`config.mk`:
```
export PLATFORM = sky130hd
export DESIGN_NAME = enemy_hit_scheduler
export DESIGN_NICKNAME = d
export VERILOG_FILES = /design/src/rtl/enemy_hit_scheduler.sv
export SDC_FILE = /design/constraint.sdc
export NUM_CORES = 1
export LEC_CHECK = 0
export ABC_CLOCK_PERIOD_IN_PS = 7000
export CAP_MARGIN = 10
export CORE_MARGIN = 5
export CORE_UTILIZATION = 58
export DETAILED_ROUTE_END_ITERATION = 10
export PLACE_DENSITY = 0.86
export SKIP_CTS_REPAIR_TIMING = 1
export SLEW_MARGIN = 20
export SYNTH_ARGS = -nofsm -noshare
export SYNTH_HDL_FRONTEND = slang
export SYNTH_SLANG_ARGS = --single-unit
export TNS_END_PERCENT = 20
```
`constraint.sdc`:
```
create_clock -name clk -period 7 [get_ports clk]
set_clock_uncertainty 0.1 [all_clocks]
set_input_delay 2.1 -clock clk [delete_from_list [all_inputs] [get_ports clk]]
set_output_delay 2.1 -clock clk [all_outputs]
set_load 0.02 [all_outputs]
```
`src/rtl/enemy_hit_scheduler.sv`:
```
// enemy_hit_scheduler: time-multiplexes one bullet/enemy hitbox comparator over all
// pairs once per frame, tracking enemy health, consumed bullets and explosion timers.
`default_nettype none

module enemy_hit_scheduler #(
  parameter int NUM_ENEMY   = 4,
  parameter int NUM_BULLET  = 4,
  parameter int BOOM_FRAMES = 8
) (
  input  logic                    clk,
  input  logic                    rst,
  input  logic                    frame_tick,
  input  logic [10*NUM_ENEMY-1:0] enemy_x,
  input  logic [10*NUM_ENEMY-1:0] enemy_y,
  input  logic [NUM_ENEMY-1:0]    enemy_en,
  input  logic [10*NUM_BULLET-1:0] bullet_x,
  input  logic [10*NUM_BULLET-1:0] bullet_y,
  input  logic [NUM_BULLET-1:0]   bullet_en,
  input  logic [NUM_ENEMY-1:0]    enemy_spawn,
  input  logic [2:0]              spawn_health,
  output logic [3*NUM_ENEMY-1:0]  enemy_health,
  output logic [NUM_BULLET-1:0]   bullet_kill,
  output logic [NUM_ENEMY-1:0]    boom,
  output logic                    kill_pulse,
  output logic                    scan_busy,
  output logic                    overrun
);

  localparam int EW = (NUM_ENEMY  > 1) ? $clog2(NUM_ENEMY)  : 1;
  localparam int BW = (NUM_BULLET > 1) ? $clog2(NUM_BULLET) : 1;

  typedef enum logic {
    IDLE = 1'b0,
    SCAN = 1'b1
  } state_t;

  state_t                   state;
  logic [10*NUM_ENEMY-1:0]  ex_s, ey_s;
  logic [NUM_ENEMY-1:0]     een_s;
  logic [10*NUM_BULLET-1:0] bx_s, by_s;
  logic [NUM_BULLET-1:0]    ben_s;
  logic [EW-1:0]            e_idx;
  logic [BW-1:0]            b_idx;
  logic [NUM_BULLET-1:0]    consumed;
  logic [2:0]               health   [NUM_ENEMY];
  logic [3:0]               boom_cnt [NUM_ENEMY];

  logic [10:0] ex11, ey11, bx11, by11;
  logic        hitbox;
  logic        qual_hit;
  logic        last_hp;

  // Coordinates widened to 11 bits so the +offset comparisons cannot wrap.
  assign ex11 = {1'b0, ex_s[10*int'(e_idx) +: 10]};
  assign ey11 = {1'b0, ey_s[10*int'(e_idx) +: 10]};
  assign bx11 = {1'b0, bx_s[10*int'(b_idx) +: 10]};
  assign by11 = {1'b0, by_s[10*int'(b_idx) +: 10]};

  assign hitbox = (bx11 + 11'd10 >= ex11) && (bx11 < ex11 + 11'd50) &&
                  (by11 + 11'd50 >  ey11) && (by11 < ey11 + 11'd40);

  assign qual_hit = (state == SCAN) && een_s[e_idx] && ben_s[b_idx] &&
                    !consumed[b_idx] && (health[e_idx] != 3'd0) && hitbox;

  assign last_hp = (health[e_idx] == 3'd1) && !enemy_spawn[e_idx];

  for (genvar g = 0; g < NUM_ENEMY; g++) begin : g_health
    assign enemy_health[3*g +: 3] = health[g];
  end

  always_ff @(posedge clk or negedge rst) begin
    if (!rst) begin
      state       <= IDLE;
      ex_s        <= '0;
      ey_s        <= '0;
      een_s       <= '0;
      bx_s        <= '0;
      by_s        <= '0;
      ben_s       <= '0;
      e_idx       <= '0;
      b_idx       <= '0;
      consumed    <= '0;
      bullet_kill <= '0;
      boom        <= '0;
      kill_pulse  <= 1'b0;
      scan_busy   <= 1'b0;
      overrun     <= 1'b0;
      for (int i = 0; i < NUM_ENEMY; i++) begin
        health[i]   <= 3'd0;
        boom_cnt[i] <= 4'd0;
      end
    end else begin
      bullet_kill <= '0;
      kill_pulse  <= qual_hit && last_hp;

      case (state)
        IDLE: begin
          if (frame_tick) begin
            ex_s      <= enemy_x;
            ey_s      <= enemy_y;
            een_s     <= enemy_en;
            bx_s      <= bullet_x;
            by_s      <= bullet_y;
            ben_s     <= bullet_en;
            consumed  <= '0;
            e_idx     <= '0;
            b_idx     <= '0;
            scan_busy <= 1'b1;
            state     <= SCAN;
          end
        end
        SCAN: begin
          if (frame_tick) overrun <= 1'b1;
          if (qual_hit) begin
            consumed[b_idx]    <= 1'b1;
            bullet_kill[b_idx] <= 1'b1;
          end
          if (int'(b_idx) == NUM_BULLET - 1) begin
            b_idx <= '0;
            if (int'(e_idx) == NUM_ENEMY - 1) begin
              e_idx     <= '0;
              scan_busy <= 1'b0;
              state     <= IDLE;
            end else begin
              e_idx <= e_idx + 1'b1;
            end
          end else begin
            b_idx <= b_idx + 1'b1;
          end
        end
      endcase

      // Later assignments take priority: countdown < kill < spawn.
      for (int i = 0; i < NUM_ENEMY; i++) begin
        if (frame_tick && (boom_cnt[i] != 4'd0)) begin
          boom_cnt[i] <= boom_cnt[i] - 4'd1;
          if (boom_cnt[i] == 4'd1) boom[i] <= 1'b0;
        end
        if (qual_hit && (int'(e_idx) == i) && !enemy_spawn[i]) begin
          health[i] <= health[i] - 3'd1;
          if (health[i] == 3'd1) begin
            boom[i]     <= 1'b1;
            boom_cnt[i] <= 4'(BOOM_FRAMES);
          end
        end
        if (enemy_spawn[i]) begin
          health[i]   <= spawn_health;
          boom[i]     <= 1'b0;
          boom_cnt[i] <= 4'd0;
        end
      end
    end
  end

endmodule

`default_nettype wire

```
==> parameters.txt <==
Parameter                              Value

Routing
  Detailed Routing Iterations Pass 1    5
  DR WL/cell    17.54 um
  Aggregate routed wire length    30240 um
  Violation count after the first detailed-route iteration    654
  Routed vias    9742
  Number of nets still failing antenna checks after routing    0
  Final routed DRC violation total    0
  Avg Vias per Cell    5.651

Yosys
  Count of state elements after synthesis    216
  Netlist area before placement    11770 um2
  Count of warnings emitted by yosys    0
  Prevailing post-synth register cell    sky130_fd_sc_hd__dfrtp_1
  Synth Instances    1272
  Number of flops mapped to enable cells by yosys    0
  Cell variety after synth    65
  Post-Syn Nets    1520
  Mapped Avg Cell Area    9.255 um2
  Post-synth ARST share    100.0%
  Sequential area share after synthesis    45.91%

Global routing
  Number of antenna violations at the first check in global routing    2
  Pin count of the biggest net entering global routing    135
  Overall track demand over capacity in global routing    25.67%
  Total grt overflow    0
  Number of global-route vias before repair    9919
  Global-route wire length before repair    49340 um

Placement
  Final GP Congestion    0.9247
  Setup slack after placement    2.013 ns
  Detailed placement HPWL    21490 um
  Cell Count Post-Placement    1684
  I/O Buffers    200

Timing
  Final max-slew violation count    0
  Setup TNS    0 ns
  Setup repair after global routing missed its margin    no
  Worst-case setup margin in the final layout    1.925 ns
  Worst Max-Slew Pin Slew    1.050 ns
  Final number of setup-violating endpoints    0
  Final hold vios    0
  Final worst path period share    72.50%
  Normalized max-slew margin    29.98%
  Tmin final    5.075 ns
  FMAX    197.1 MHz

Clocking
  Clock Sinks    216
  CTS Buffer Depth    3
  Clock slew at reported path FFs    0.06 ns
  TritonCTS Buffers    23
  Clk Tree Root Cell    sky130_fd_sc_hd__clkbuf_16
  Clock latency on the worst-skew pair    0.51 ns
  Clock tree from TritonCTS    built
  Total number of H-tree levels    1

Power
  Power per cell area    510.2 nW/um2
  PnR Total Power    7.505 mW
  Leakage    7.051 nW
  Peak supply drop    0.3130 mV

Floorplan
  Overall die height    152.5 um
  Ports    201
  Initial cell density of the core    58.56%
  Placeable core area    20100 um2
  Number of rows in the core area    52
  Overall die area    23250 um2
  Die W    152.5 um

Run
  Max-cap check violation count    0

Worst setup path
  Critical Path Fanout Max    28
  Crit. End Element    flop
  Classification of the worst setup path    reg2reg
  Startpoint kind of the worst setup timing path    flop
  Worst EP arrival    5.39 ns
  Required time of the critical path    7.32 ns

Status
  Run status    finished clean

Finish
  Final-stage net count    1688
  Layout cells sized above 1    8.597%
  Growth of design area from synthesis to finish    24.94%
  Inserted Diodes    0
  Final standard cell count with taps included and fillers excluded    1724
  Commonest non-fill, non-tap cell in the layout    sky130_fd_sc_hd__nand2_1
  Highest-count cells in the layout ignoring fill and taps    sky130_fd_sc_hd__nand2_1, sky130_fd_sc_hd__dfrtp_1, sky130_fd_sc_hd__clkdlybuf4s50_1

Worst hold path
  Type of the worst min-delay path    reg2reg
layer usage:
metal | part of all wire, % | global-route usage [%]
met5 | 0.069 | 0
met4 | 4.1 | 9.461
met3 | 7.3 | 4.800
met2 | 51 | 45.15
met1 | 38 | 31.79
kinds of logic (layout without fill, tap and decap cells):
| family | Yosys count | after routing | synth area share [%] |
|---|---|---|---|
| xor+xnor | 30 | 30 | 2.232 |
| simple gates | 666 | 666 | 24.08 |
| compound gates | 128 | 128 | 7.302 |
| flops | 216 | 216 | 45.91 |
| buf+inv | 117 | 299 | 4.527 |
| mux | 45 | 45 | 8.502 |
| fa+ha+maj | 70 | 70 | 7.440 |
flip-flops by register name (all words and copies together) (netlist names):
register / cells
b_idx: 2
ben_s: 4
boom: 4
boom_cnt: 16
bullet_kill: 4
bx_s: 40
by_s: 40
consumed: 4
e_idx: 2
een_s: 4
enemy_health: 12
ex_s: 40
ey_s: 40
kill_pulse: 1
overrun: 1
scan_busy: 1
state: 1
Yosys cell counts, drive strengths merged, types with 6 or more instances:
master	count	share of area (%)
inv	48	1.5
a311o	8	0.68
a211oi	10	0.68
o21ai	16	0.68
o211ai	13	0.83
mux4	44	8.4
nor2	27	0.86
nand2b	12	0.64
ha	70	7.4
clkbuf	46	1.5
a21o	6	0.38
nor3	17	0.72
nor2b	8	0.43
buf	22	1.5
and3	11	0.63
xnor2	25	1.9
a21oi	46	2.0
nand3	7	0.34
nand2	545	17
dfrtp	216	46
nand4	12	0.92
critical path, stage by stage, from the launching register on:
cell and delay, ns:
sky130_fd_sc_hd__dfrtp_2 0.89, sky130_fd_sc_hd__mux4_2 0.66, sky130_fd_sc_hd__and3_1 0.22, sky130_fd_sc_hd__or3_4 0.37
sky130_fd_sc_hd__nand3_1 0.12, sky130_fd_sc_hd__xnor2_1 0.08, sky130_fd_sc_hd__ha_1 0.33, sky130_fd_sc_hd__o21a_1 0.13
sky130_fd_sc_hd__o21a_1 0.11, sky130_fd_sc_hd__o32ai_1 0.09, sky130_fd_sc_hd__a31o_2 0.26, sky130_fd_sc_hd__a211oi_2 0.78
sky130_fd_sc_hd__nand3_1 0.48, sky130_fd_sc_hd__o211ai_1 0.34
path summary, 6_finish.rpt:
kind	startpoint	end	slack, ns	cells past startpoint
worst max-delay path	b_idx[0]	enemy_health[7]	1.93	13
worst min-delay path	ex_s[24]	ex_s[24]	0.37	2
worst max register to register	b_idx[0]	enemy_health[7]	1.93	13
worst min register to register	ex_s[24]	ex_s[24]	0.37	2
max in group asynchronous	rst	ex_s[21]	4.14	3
min in group asynchronous	rst	by_s[11]	1.39	1
stage by stage:
step                utilization, %  hold slack, ns  area [um2]
finish                       73.16          0.3714       14710
global placement             69.07          0.3526       13890
CTS                          73.03          0.3730       14680
floorplan                        -          0.3379       11770
detailed placement           69.07          0.3585       13890
global route                 73.16          0.3873       14710
where the power goes:
group / leakage (nW) / internal [mW] / total, mW / switching, mW
clock: 0.389 / 0.806 / 1.29 / 0.486
combinational: 3.95 / 1.74 / 3.95 / 2.21
sequential: 2.71 / 1.82 / 2.26 / 0.444
layout make-up:
| cell class | count | area [um2] |
|---|---|---|
| fillers | 1393 | 5395 |
| clock buffers | 29 | 618.1 |
| clock inverters | 10 | 177.7 |
| inverters | 49 | 183.9 |
| multi-input cells | 939 | 5849 |
| repair buffers | 211 | 2135 |
| well taps | 270 | 337.8 |
| flip-flops and latches | 216 | 5408 |
Note: power is estimated with default switching activity, not from simulation.
